### src/rtl/rsa_timing_probe.sv
// rsa_timing_probe: request FIFO, launch sequencer and cycle-accurate latency
// probe wrapped around an RSA_decrypt core. Requests (c, d, n) are queued,
// launched one at a time with a single-cycle start pulse, and the plaintext is
// returned with the number of cycles between the start sample and the first
// finish sample.
//
// Optional feature macro: RSA_PROBE_TIMEOUT_EN
//   When defined, a request whose core does not finish within TIMEOUT cycles
//   is answered with rsp_timeout=1, and the late finish is drained afterwards.
module rsa_timing_probe #(
  parameter int DEPTH   = 4,
  parameter int CNT_W   = 32,
  parameter int TIMEOUT = 1000000
) (
  input  logic             clk,
  input  logic             rst_n,
  input  logic             req_valid,
  output logic             req_ready,
  input  logic [15:0]      req_c,
  input  logic [15:0]      req_d,
  input  logic [15:0]      req_n,
  output logic             dec_start,
  output logic [15:0]      dec_c,
  output logic [15:0]      dec_d,
  output logic [15:0]      dec_n,
  input  logic [15:0]      dec_m,
  input  logic             dec_finish,
  output logic             rsp_valid,
  input  logic             rsp_ready,
  output logic [15:0]      rsp_m,
  output logic [CNT_W-1:0] rsp_cycles,
  output logic             rsp_timeout
);

  localparam int AW = $clog2(DEPTH);

  localparam logic [2:0] S_IDLE   = 3'd0;
  localparam logic [2:0] S_LAUNCH = 3'd1;
  localparam logic [2:0] S_WAIT   = 3'd2;
  localparam logic [2:0] S_RESP   = 3'd3;
  localparam logic [2:0] S_DRAIN  = 3'd4;

  // Saturating increment: the latency counter must never wrap.
  function automatic logic [CNT_W-1:0] sat_inc(input logic [CNT_W-1:0] v);
    return (&v) ? v : v + 1'b1;
  endfunction

  logic [15:0] fifo_c [DEPTH];
  logic [15:0] fifo_d [DEPTH];
  logic [15:0] fifo_n [DEPTH];
  logic [AW:0] wr_ptr;
  logic [AW:0] rd_ptr;
  logic        full;
  logic        empty;
  logic        push;
  logic        pop;

  logic [2:0]       state;
  logic [CNT_W-1:0] cnt;

  // Extra pointer MSB distinguishes full from empty when the indices match.
  assign empty     = (wr_ptr == rd_ptr);
  assign full      = (wr_ptr[AW] != rd_ptr[AW]) &&
                     (wr_ptr[AW-1:0] == rd_ptr[AW-1:0]);
  assign req_ready = !full;
  assign push      = req_valid && !full;
  assign pop       = (state == S_IDLE) && !empty;

  // FIFO storage; contents are meaningless while the pointers say empty.
  always_ff @(posedge clk) begin
    if (push) begin
      fifo_c[wr_ptr[AW-1:0]] <= req_c;
      fifo_d[wr_ptr[AW-1:0]] <= req_d;
      fifo_n[wr_ptr[AW-1:0]] <= req_n;
    end
  end

  // FIFO pointers; reset discards any queued requests.
  always_ff @(posedge clk or negedge rst_n) begin
    if (!rst_n) begin
      wr_ptr <= '0;
      rd_ptr <= '0;
    end else begin
      if (push) wr_ptr <= wr_ptr + 1'b1;
      if (pop)  rd_ptr <= rd_ptr + 1'b1;
    end
  end

`ifdef RSA_PROBE_TIMEOUT_EN
  localparam logic [CNT_W-1:0] TMO_VAL = CNT_W'(TIMEOUT);

  logic tmo_q;
  logic late_fin;

  assign rsp_timeout = tmo_q;

  // Launch/measure/respond sequencer with timeout abort and late-finish drain.
  always_ff @(posedge clk or negedge rst_n) begin
    if (!rst_n) begin
      state      <= S_IDLE;
      dec_start  <= 1'b0;
      dec_c      <= '0;
      dec_d      <= '0;
      dec_n      <= '0;
      cnt        <= '0;
      rsp_valid  <= 1'b0;
      rsp_m      <= '0;
      rsp_cycles <= '0;
      tmo_q      <= 1'b0;
      late_fin   <= 1'b0;
    end else begin
      case (state)
        S_IDLE: begin
          dec_start <= 1'b0;
          if (!empty) begin
            dec_c <= fifo_c[rd_ptr[AW-1:0]];
            dec_d <= fifo_d[rd_ptr[AW-1:0]];
            dec_n <= fifo_n[rd_ptr[AW-1:0]];
            state <= S_LAUNCH;
          end
        end
        S_LAUNCH: begin
          dec_start <= 1'b1;
          cnt       <= '0;
          state     <= S_WAIT;
        end
        S_WAIT: begin
          dec_start <= 1'b0;
          // The start-sample edge itself is cycle zero; finish cannot
          // belong to this request yet, so hold the count and ignore it.
          if (dec_start) begin
            cnt <= cnt;
          end else if (dec_finish) begin
            rsp_m      <= dec_m;
            rsp_cycles <= sat_inc(cnt);
            tmo_q      <= 1'b0;
            rsp_valid  <= 1'b1;
            state      <= S_RESP;
          end else if (cnt == TMO_VAL) begin
            rsp_m      <= '0;
            rsp_cycles <= TMO_VAL;
            tmo_q      <= 1'b1;
            late_fin   <= 1'b0;
            rsp_valid  <= 1'b1;
            state      <= S_RESP;
          end else begin
            cnt <= sat_inc(cnt);
          end
        end
        S_RESP: begin
          // A finish that shows up while the timeout response waits must
          // still release the drain afterwards.
          if (tmo_q && dec_finish) late_fin <= 1'b1;
          if (rsp_ready) begin
            rsp_valid <= 1'b0;
            state     <= tmo_q ? S_DRAIN : S_IDLE;
          end
        end
        S_DRAIN: begin
          if (dec_finish || late_fin) begin
            late_fin <= 1'b0;
            state    <= S_IDLE;
          end
        end
        default: begin
          dec_start <= 1'b0;
          state     <= S_IDLE;
        end
      endcase
    end
  end
`else
  logic [31:0] tmo_param;
  logic        unused_tmo;

  assign tmo_param   = TIMEOUT;
  assign unused_tmo  = ^tmo_param;
  assign rsp_timeout = 1'b0;

  // Launch/measure/respond sequencer; a hung core simply saturates the count.
  always_ff @(posedge clk or negedge rst_n) begin
    if (!rst_n) begin
      state      <= S_IDLE;
      dec_start  <= 1'b0;
      dec_c      <= '0;
      dec_d      <= '0;
      dec_n      <= '0;
      cnt        <= '0;
      rsp_valid  <= 1'b0;
      rsp_m      <= '0;
      rsp_cycles <= '0;
    end else begin
      case (state)
        S_IDLE: begin
          dec_start <= 1'b0;
          if (!empty) begin
            dec_c <= fifo_c[rd_ptr[AW-1:0]];
            dec_d <= fifo_d[rd_ptr[AW-1:0]];
            dec_n <= fifo_n[rd_ptr[AW-1:0]];
            state <= S_LAUNCH;
          end
        end
        S_LAUNCH: begin
          dec_start <= 1'b1;
          cnt       <= '0;
          state     <= S_WAIT;
        end
        S_WAIT: begin
          dec_start <= 1'b0;
          // The start-sample edge itself is cycle zero; finish cannot
          // belong to this request yet, so hold the count and ignore it.
          if (dec_start) begin
            cnt <= cnt;
          end else if (dec_finish) begin
            rsp_m      <= dec_m;
            rsp_cycles <= sat_inc(cnt);
            rsp_valid  <= 1'b1;
            state      <= S_RESP;
          end else begin
            cnt <= sat_inc(cnt);
          end
        end
        S_RESP: begin
          if (rsp_ready) begin
            rsp_valid <= 1'b0;
            state     <= S_IDLE;
          end
        end
        default: begin
          dec_start <= 1'b0;
          state     <= S_IDLE;
        end
      endcase
    end
  end
`endif

endmodule

### config.mk
export PLATFORM = sky130hd
export DESIGN_NAME = rsa_timing_probe
export DESIGN_NICKNAME = d
export VERILOG_FILES = /design/src/rtl/rsa_timing_probe.sv
export SDC_FILE = /design/constraint.sdc
export NUM_CORES = 1
export LEC_CHECK = 0
export ABC_AREA = 1
export CORE_UTILIZATION = 30
export DETAILED_ROUTE_END_ITERATION = 8
export GPL_ROUTABILITY_DRIVEN = 0
export GPL_TIMING_DRIVEN = 0
export PLACE_DENSITY = 0.55
export SLEW_MARGIN = 20
export SYNTH_ARGS = -nofsm -noshare
export SYNTH_HDL_FRONTEND = slang
export SYNTH_SLANG_ARGS = --single-unit
export TNS_END_PERCENT = 5
### constraint.sdc
create_clock -name clk -period 3.7 [get_ports clk]
set_input_delay 0.37 -clock clk [delete_from_list [all_inputs] [get_ports clk]]
set_output_delay 0.37 -clock clk [all_outputs]
set_load 0.01 [all_outputs]
==> metrics, run 1 <==
sequential-to-total area share from yosys stat 67.2%; Critical Path Most Common Cell nand2_1; Fillers 4541; Rows 78; area leader, netlist edfxtp_1; Clock Tree Root clkbuf_16; Slew headroom 51.4%; Chip Width 216 µm; Max stage delay on crit path 0.68 ns; # setup viols final 0; Worst EP required 3.94 ns; core region area around 45000 µm²; RSZ-0062 raised after global routing false; CP Class flip-flop to flip-flop; cts repair resizes 0; Final min period 2.73 ns; Setup crit end kind flip-flop; Worst-Margin Slew about 0.73 ns; Synth Register Bits between 300 and 400; Max Root-Sink Buffers 3; maxcap violations 0; share of post-route cells with drive strength above 1 9.31%; most common library cells after synthesis nand2_1 (473), edfxtp_1 (192), nor2_1 (151); slowest CP cell nor2_4; CTS clock-pin slew for the worst setup and hold paths ~0.06 ns; fmax 366 MHz; Util after Layout 39.1%; vias per inst 4.60; post-DR wirelength/cell 16.9 µm; antenna diode count 0; Fin. Hold Viols 0; Pins Over Slew Limit 0; pwr/cell area 770 nW/µm²; worst skew pair latency 0.56 ns; sw power 0.00480 W; Worst Path Max Fanout 21; combinational share of power 33.7%; Die ar. approximately 47000 µm²; nets@finish 1627; worst-path cell chain buf_2, xnor2_1, and2_1, nand2_1, nand2_1, nor2_4, buf_12; Max H-tree Level 2; top cells by area, synth edfxtp_1 (42%), dfrtp_1 (25%), nand2_1 (13%); status finished, final reports clean; async set-reset flop share out of synthesis 41.8%; Synth Instances roughly 1300; total CTS buffers 39; number of global-route vias before repair 10257; Avg Inst Size Synth 10.3 µm²; DRC marker count from the first detailed-route iteration 548; largest net degree at the start of global routing 72; Synth Flop Type edfxtp_1; first-pass GRT wire length 58500 µm; io pins 169; clk sink count 330; Net Sw Frac a little over a third; I/O Buffers around 170; worst vdd ir between 0.0004 and 0.0005 V; Clock power frac 28.0%; Period Utilization, post-route 73.9%; Routed Antenna Nets 0; top-area cell type share of the netlist area between 40% and 50%; postcts setup bufs 0; TNS Setup 0 ns; leakage power between 7 and 8 nW; Synthesized Nets 1409; Routed WL 36900 µm; Netlist Area Pre-Place 13700 µm²; DR vias around 10000; Hold Crit Class input pin to async pin; total gr overflow 0; Multi-input gate area 4050 µm²; DRT Pass-1 Iters 5; number of synthesized flops with an enable pin 192; drc violations 0; Tot GR Track Use 16.1%; Synth cell types 33; CTS tree done; Starting Density a little under a third; Register Area between 9000 and 10000 µm²; initial antenna violation count 3; Int Pwr 0.00883 W; final setup skew 0.0251 ns; Die Y 216 µm; CP Launch Type flip-flop; HPWL Detailed 24800 µm; synth warn 0; Critical Path AT 2.98 ns; count leader, synth nand2_1; Seq pwr share 38.3%; Layout area overhead 29.0%
## per-stage QoR
stage / setup WS [ns] / cell area (µm²) / power, W / hold WS, ns / cells
after floorplan: 0.0846 / 13700 / 0.00773 / 0.0744 / 1330
after global placement: -4.04 / 16100 / 0.00981 / 0.454 / 2097
after detailed placement: 0.945 / 16400 / 0.00999 / 0.381 / 2106
after CTS: 0.936 / 17700 / 0.0139 / 0.321 / 2179
after global routing: 0.833 / 17700 / 0.0145 / 0.363 / 2179
final: 0.966 / 17700 / 0.0136 / 0.356 / 2179
## power groups by stage
stage,clock network (W),registers (W),logic (W)
final,0.00382,0.00523,0.00459
after global routing,0.00405,0.00533,0.00515
after CTS,0.00393,0.00524,0.00471
after detailed placement,0,0.00530,0.00469
after global placement,0,0.00536,0.00445
after floorplan,0,0.00543,0.00230
## registers in the layout, summed over array words and instances, names as in the netlist
register / cells
fifo_d: 64
dec_c: 16
state: 2
fifo_c: 64
rsp_valid: 1
wr_ptr: 3
fifo_n: 64
dec_n: 16
dec_d: 16
rd_ptr: 3
cnt: 32
rsp_m: 16
dec_start: 1
rsp_cycles: 32
## routing by layer
layer | up-vias | global-route usage (%) | part of all wire [%]
li1 | 4879 | - | -
met1 | 4858 | 20.4 | 44
met2 | 244 | 27.5 | 49
met3 | 46 | 3.50 | 5.4
met4 | 6 | 4.58 | 1.7
met5 | - | 0 | 0.12
## logic make-up (layout without fill, tap and decap cells)
kind of cell               Yosys count  in the layout  share of synthesized area, %
AOI/OAI and AO/OA                  178            178                          7.09
adders and majority gates           10             10                         0.912
other                                1              1                        0.0273
xor gates and xnor gates             6              6                         0.383
DFF                                330            330                          67.2
and+or+nand+nor                    689            689                          20.9
buffers and inverters              116            365                          3.54
## critical path, delay by kind of cell (launching register included)
family                 cells  cell delay (ns)
XOR/XNOR                   1             0.15
flip-flops                 1             0.38
buffers and inverters      2             0.48
AND/OR/NAND/NOR            4             1.39
## what timing repair did
| action | 4_1_cts | 5_1_grt |
|---|---|---|
| hold buffers | 1 | 0 |
| endpoints found under the hold margin | 70 | 0 |
| endpoints found under the setup margin | 0 | 0 |
## worst paths after layout
path	startpoint	endpoint	slack [ns]	cells past startpoint
setup / recovery	rd_ptr[0]	fifo_c[0][2]	0.97	7
hold / removal	rst_n	rsp_cycles[1]	0.36	2
setup reg to reg	rd_ptr[0]	fifo_c[0][2]	0.97	7
hold reg to reg	rsp_m[3]	rsp_m[3]	0.47	2
max in group asynchronous	rst_n	dec_d[11]	2.55	3
min in group clk	dec_m[2]	rsp_m[2]	0.36	3
## area by class of cell
type | count | share of cell area (%)
Timing Repair Buffer | 177 | 10.8
Multi-Input combinational cell | 884 | 22.9
Clock buffer | 53 | 6.21
Inverter | 56 | 1.19
Clock inverter | 19 | 1.05
Tap cell | 600 | 4.24
Sequential cell | 330 | 52.1
Buffer | 60 | 1.55
## placed cells by master (no fill, tap or decap), types with 2 or more instances in the layout
| master | count |
|---|---|
| a21oi_1 | 3 |
| buf_12 | 3 |
| buf_16 | 6 |
| buf_2 | 19 |
| buf_6 | 3 |
| bufinv_16 | 2 |
| clkbuf_1 | 44 |
| clkbuf_16 | 39 |
| clkbuf_8 | 7 |
| clkdlybuf4s50_1 | 166 |
| clkinv_1 | 5 |
| clkinv_2 | 6 |
| clkinvlp_4 | 3 |
| dfrtp_1 | 138 |
| edfxtp_1 | 192 |
| ha_1 | 10 |
| inv_1 | 51 |
| inv_16 | 2 |
| inv_2 | 4 |
| nand2_1 | 473 |
| nand2_2 | 3 |
| nand2_4 | 2 |
| nand3_1 | 21 |
| nand3_2 | 28 |
| nand3b_1 | 2 |
| nor2_1 | 147 |
| nor2_2 | 3 |
| nor2_4 | 5 |
| nor3_2 | 2 |
| o21ai_0 | 109 |
| o21ai_1 | 12 |
| o21ai_2 | 4 |
| o22ai_1 | 48 |
| xnor2_1 | 3 |
| xor2_1 | 3 |
Note: power is estimated with default switching activity, not from simulation.
==> inputs of run 2 (changes only) <==
--- a/config.mk
+++ b/config.mk
@@ -10,7 +10,7 @@
 export DETAILED_ROUTE_END_ITERATION = 8
 export GPL_ROUTABILITY_DRIVEN = 0
 export GPL_TIMING_DRIVEN = 0
-export PLACE_DENSITY = 0.55
+export PLACE_DENSITY = 0.53
 export SLEW_MARGIN = 20
 export SYNTH_ARGS = -nofsm -noshare
 export SYNTH_HDL_FRONTEND = slang
==> constraint.sdc (replaced) <==
create_clock -name clk -period 2.8 [get_ports clk]
set_input_delay 0.28 -clock clk [delete_from_list [all_inputs] [get_ports clk]]
set_output_delay 0.28 -clock clk [all_outputs]
set_load 0.01 [all_outputs]
==> metrics, run 2 (synthesis gave the netlist of run 1 again) <==
vias per inst 4.57 (-0.72%); clk sink count 330 (unchanged); Routed Antenna Nets 0 (unchanged); Slew headroom 56.9% (+5.5 points); Fin. Hold Viols 0 (unchanged); Die ar. 46600 µm² (unchanged); post-DR wirelength/cell 16.9 µm (-0.36%); number of global-route vias before repair 10132 (-1.2%); CP Class flip-flop to flip-flop; cts repair resizes 0 (unchanged); DRT Pass-1 Iters 5 (unchanged); Clock Tree Root clkbuf_16; Register Area 9220 µm² (unchanged); Final min period 2.62 ns (-0.113 ns); Tot GR Track Use 16.0% (-0.046 points); first-pass GRT wire length 58100 µm (-0.83%); CP Launch Type flip-flop; # setup viols final 0 (unchanged); Fillers 4506 (-0.77%); worst r2r path cells 9 (+2); WHS 0.262 ns (-0.0932 ns); Period Utilization, post-route 93.6% (+20 points); Routed WL 36700 µm (-0.45%); Max H-tree Level 2 (unchanged); worst vdd ir 0.000591 V (+42%); fmax 381 MHz (+4.3%); most frequent cells in the layout nand2_1 (473), edfxtp_1 (192), clkdlybuf4s50_1 (166); largest net degree at the start of global routing 76 (+5.6%); worst skew pair latency 0.55 ns (about the same); Pins Over Slew Limit 0 (unchanged); Hold Crit Class input pin to async pin; RSZ-0062 raised after global routing false; DR vias 9952 (-0.81%); total CTS buffers 38 (-2.6%); initial antenna violation count 1 (-2); CTS tree done; Starting Density 30.3% (unchanged); maxcap violations 0 (unchanged); leading cell type in the layout, fill and taps excluded nand2_1; Die Y 216 µm (unchanged); pwr/cell area 1010 nW/µm² (+32%); Util after Layout 39.0% (-0.050 points); HPWL Detailed 24800 µm (about the same); total gr overflow 0 (unchanged); io pins 169 (unchanged); Worst EP required 3.06 ns (-0.88 ns); Multi-input gate area 4050 µm² (unchanged); CTS clock-pin slew for the worst setup and hold paths 0.06 ns (about the same); Critical Path AT 2.88 ns (-0.10 ns); Rows 78 (unchanged); I/O Buffers 167 (unchanged); leakage power 7.23 nW (-0.23%); status finished, final reports clean; Setup crit end kind flip-flop; core region area 45300 µm² (unchanged); Chip Width 216 µm (unchanged); share of post-route cells with drive strength above 1 8.81% (-0.50 points); final setup skew 0.0171 ns (-0.00795 ns); antenna diode count 0 (unchanged); Worst-Margin Slew 0.645 ns (-0.0821 ns); nets@finish 1628 (+0.061%); DRC marker count from the first detailed-route iteration 668 (+22%); Layout area overhead 28.8%; drc violations 0 (unchanged); Max Root-Sink Buffers 3 (unchanged); Worst Path Max Fanout 17 (-19%)
## run 2: report_power, final
group,internal [W],switching (W)
logic,0.00230,0.00381
registers,0.00643,0.000473
clock network,0.00292,0.00199
## run 2: worst max-delay path, stage by stage, from the launching register on
cell and delay, ns:
dfrtp_1 0.37, buf_2 0.20, xnor2_1 0.15, and2_1 0.17, nand2_1 0.12, nand2_1 0.33, nor2_4 0.38, buf_16 0.22
buf_12 0.20, buf_16 0.16
## run 2: area by class of cell
| class | instances | area share (%) |
|---|---|---|
| Buffer | 60 | 1.56 |
| Clock buffer | 58 | 6.03 |
| Inverter | 56 | 1.19 |
| Tap cell | 600 | 4.25 |
| Clock inverter | 10 | 0.863 |
| Timing Repair Buffer | 179 | 11.1 |
| Sequential cell | 330 | 52.1 |
| Multi-Input combinational cell | 884 | 22.9 |
## run 2: path summary, 6_finish.rpt
kind	slack, ns	to	start
max	0.18	fifo_d[0][6]	rd_ptr[0]
min	0.26	rsp_cycles[4]	rst_n
max reg2reg	0.18	fifo_d[0][6]	rd_ptr[0]
min reg2reg	0.47	rsp_m[2]	rsp_m[2]
max in group asynchronous	1.73	dec_c[12]	rst_n
min in group clk	0.28	rsp_m[6]	dec_m[6]
## run 2: per-stage QoR
| stage | cells | instance area (µm²) | setup slack [ns] | TNS, ns | total power (W) |
|---|---|---|---|---|---|
| after global routing | 2177 | 17700 | 0.00956 | 0 | 0.0191 |
| after floorplan | 1330 | 13700 | -0.0483 | -6.63 | 0.0102 |
| final | 2177 | 17700 | 0.179 | 0 | 0.0179 |
| after detailed placement | 2107 | 16400 | 0.00202 | 0 | 0.0132 |
| after CTS | 2177 | 17700 | 0.148 | 0 | 0.0182 |
| after global placement | 2097 | 16200 | -4.91 | -934.97 | 0.0130 |
## run 2: timing repair
action / 4_1_cts / 5_1_grt
buffers inserted: 1 / 0
hold buffers: 1 / 0
hold endpoints to repair: 63 / 0
setup endpoints to repair: 11 / 0
## run 2: metal layers
layer	share of wire [%]	track usage, %	up-vias
met5	0.033	0	-
met4	2.3	4.55	2
met3	5.3	3.65	58
met2	49	27.5	232
met1	43	20.2	4795
li1	-	-	4865
==> inputs of run 3 (changes only) <==
--- a/config.mk
+++ b/config.mk
@@ -5,8 +5,9 @@
 export SDC_FILE = /design/constraint.sdc
 export NUM_CORES = 1
 export LEC_CHECK = 0
-export ABC_AREA = 1
+export ABC_AREA = 0
 export CORE_UTILIZATION = 30
+export CTS_BUF_LIST = sky130_fd_sc_hd__clkbuf_4
 export DETAILED_ROUTE_END_ITERATION = 8
 export GPL_ROUTABILITY_DRIVEN = 0
 export GPL_TIMING_DRIVEN = 0
==> metrics, run 3 <==
status finished, final reports clean; Tot GR Track Use 15.3% (-0.76 points); Final min period 2.61 ns (-0.00998 ns); core region area 44500 µm² (-1.7%); area leader, netlist edfxtp_1; Max H-tree Level 3 (+1); worst-path cell chain inv_1, ha_1, or3b_1, clkbuf_1, clkbuf_1, nor4_2, mux2i_1, nor2_1; CTS clock-pin slew for the worst setup and hold paths 0.07 ns (about the same); postcts setup bufs 0 (-1); DRT Pass-1 Iters 4 (-1); most frequent cells in the layout edfxtp_1 (192), clkdlybuf4s50_1 (165), clkbuf_4 (142); count leader, synth edfxtp_1; CP Class flip-flop to flip-flop; Post-DP Area 16200 µm² (-1.7%); Util after Layout 39.6% (+0.52 points); PnR worst setup slack 0.189 ns (+0.00998 ns); I/O Buffers 167 (unchanged); Worst EP required 3.43 ns (+0.37 ns); Routed WL 34100 µm (-7.0%); Die Y 215 µm (-0.45%); Rows 77 (-1.3%); metal3 WL 2470 µm (+26%); CP Launch Type flip-flop; drc violations 0 (unchanged); DR top layer met5; Routed Antenna Nets 0 (unchanged); Pins Over Slew Limit 0 (unchanged); pwr/cell area 993 nW/µm² (-2.1%); Die ar. 46200 µm² (-0.89%); final setup skew 0.0612 ns (+0.0441 ns); Netlist Area Pre-Place 13600 µm² (-0.90%); number of synthesized flops with an enable pin 192 (unchanged); CP top delay family simple AND/OR/NAND/NOR gates; Worst-Margin Slew 0.891 ns (+0.245 ns); largest net degree at the start of global routing 76 (unchanged); Synth Flop Type edfxtp_1; Layout area overhead 29.5%; Avg Inst Size Synth 15.2 µm² (+47%); critical path startpoint state[0]; most common library cells after synthesis edfxtp_1 (192), dfrtp_1 (138), nand2_1 (98); initial antenna violation count 5 (+4); total CTS buffers 89 (+130%); Synth cell types 55 (+67%); nets@finish 1260 (-23%); worst vdd ir 0.000459 V (-22%); Hold Crit Class input pin to flip-flop; post-DR wirelength/cell 18.5 µm (+9.5%); Period Utilization, post-route 93.3% (-0.36 points); overall power 0.0175 W (-2.5%); final instance area 17600 µm² (-0.39%); fmax 383 MHz (+0.38%); WL met2 16600 µm (-7.8%); Clock Tree Root clkbuf_4; Synthesized Nets 976 (-31%); total gr overflow 0 (unchanged); Synth Register Bits 330 (unchanged); Critical Path Most Common Cell clkbuf_1; Reg-to-Reg Start state[0]; # setup viols final 0 (unchanged); HPWL Detailed 21700 µm (-12%); WP buf/inv 3 (-1); Worst Path Max Fanout 10 (-7); async set-reset flop share out of synthesis 41.8% (unchanged); Non-Filler Instances 1849 (-15%); synth warn 0 (unchanged); worst skew pair latency 0.82 ns (+0.27 ns); placed cells 1661 (-21%); DRC marker count from the first detailed-route iteration 492 (-26%); Setup crit end kind flip-flop; Starting Density 30.6% (+0.25 points); slowest CP cell dfrtp_1; vias per inst 4.76 (+4.1%); top cells by area, synth edfxtp_1 (42%), dfrtp_1 (25%), mux4_2 (7.9%); Fin. Hold Viols 0 (unchanged); Synth Instances 897 (-33%); Max stage delay on crit path 0.42 ns (+0.04 ns); pre-CTS setup slack -0.177 ns (-0.179 ns); top-area cell type share of the netlist area 42.4% (+0.38 points); M1 wire length 14100 µm (-11%); Slew headroom 40.6% (-16 points); first-pass GRT wire length 53600 µm (-7.6%); maxcap violations 0 (unchanged); share of post-route cells with drive strength above 1 23.7% (+15 points); Critical Path AT 3.24 ns (+0.36 ns); clk sink count 330 (unchanged); Chip Width 215 µm (-0.45%); sequential-to-total area share from yosys stat 67.8% (+0.61 points); number of global-route vias before repair 9266 (-8.5%); hold_sp req_d[4]; leading cell type in the layout, fill and taps excluded edfxtp_1; Worst R2R Setup Slack 0.19 ns (about the same); leakage power 6.50 nW (-10%); Max Root-Sink Buffers 3 (unchanged); io pins 169 (unchanged); CTS tree done; DR vias 8801 (-12%)
[run 3: cell count changes in the layout (fill, tap and decap cells not counted), moves of 17 or more]
cell	previous run	this run
dlygate4sd3_1	1	19
clkbuf_4	0	142
or3_1	0	17
mux4_2	0	48
o21ai_0	109	37
inv_1	51	13
o22ai_1	48	0
nor2_1	147	24
nand2_1	473	98
a31oi_1	0	17
clkbuf_1	53	27
clkbuf_16	38	0
mux2_2	0	52
nand3_2	28	0
[run 3: path summary, 6_finish.rpt]
kind,endpoint,cells past startpoint
max in group asynchronous,rsp_m[8],4
min,fifo_d[3][4],1
max,cnt[22],8
max reg2reg,cnt[22],8
min in group asynchronous,dec_d[2],3
min reg2reg,rsp_m[5],2
[run 3: layout make-up]
class | instances | area (µm²)
sequential | 330 | 9220
buffer | 56 | 274
clock buffer | 142 | 1070
fill | 4259 | 26900
tap | 592 | 741
antenna | 5 | 12.5
inverter | 13 | 48.8
clock inverter | 20 | 120
multi-input combinational | 498 | 4100
timing repair buffer | 193 | 2030
[run 3: logic make-up (layout without fill, tap and decap cells)]
family / after synthesis / count (layout) / synth area share [%]
fa+ha+maj: 10 / 10 / 0.920
buf+inv: 69 / 424 / 2.36
xor+xnor: 19 / 19 / 1.22
flops: 330 / 330 / 67.8
compound gates: 122 / 122 / 5.89
simple gates: 243 / 243 / 9.33
other cells: 1 / 6 / 0.0276
mux: 103 / 103 / 12.5
[run 3: what timing repair did]
| item | 4_1_cts | 5_1_grt |
|---|---|---|
| hold buffers | 20 | 0 |
| gates cloned | 0 | 0 |
| setup endpoints to repair | 13 | 11 |
| endpoints found under the hold margin | 155 | 0 |
| resized for setup | 3 | 3 |
[run 3: worst reg2reg max path: stages, from the launching register on]
cell      delay (ns)
dfrtp_1         0.42
inv_1           0.09
ha_1            0.26
or3b_1          0.36
clkbuf_1        0.26
clkbuf_1        0.36
nor4_2          0.41
mux2i_1         0.23
nor2_1          0.06
[run 3: layer usage]
| metal | track usage, % | vias to the layer above |
|---|---|---|
| met5 | 0 | - |
| met4 | 6.38 | 6 |
| met3 | 5.38 | 91 |
| li1 | - | 4094 |
| met1 | 18.4 | 4358 |
| met2 | 24.9 | 252 |
[run 3: power by group]
group          switching [W]  total, W  internal, W
sequential          0.000536   0.00710      0.00656
combinational        0.00292   0.00597      0.00306
clock                0.00202   0.00441      0.00239
[run 3: stage by stage]
stage	hold slack [ns]	setup TNS [ns]
floorplan	-0.0156	0
global route	0.00961	-0.00144
finish	0.125	0
detailed placement	0.289	-1.64
global placement	0.460	-902.36
CTS	0.0102	0
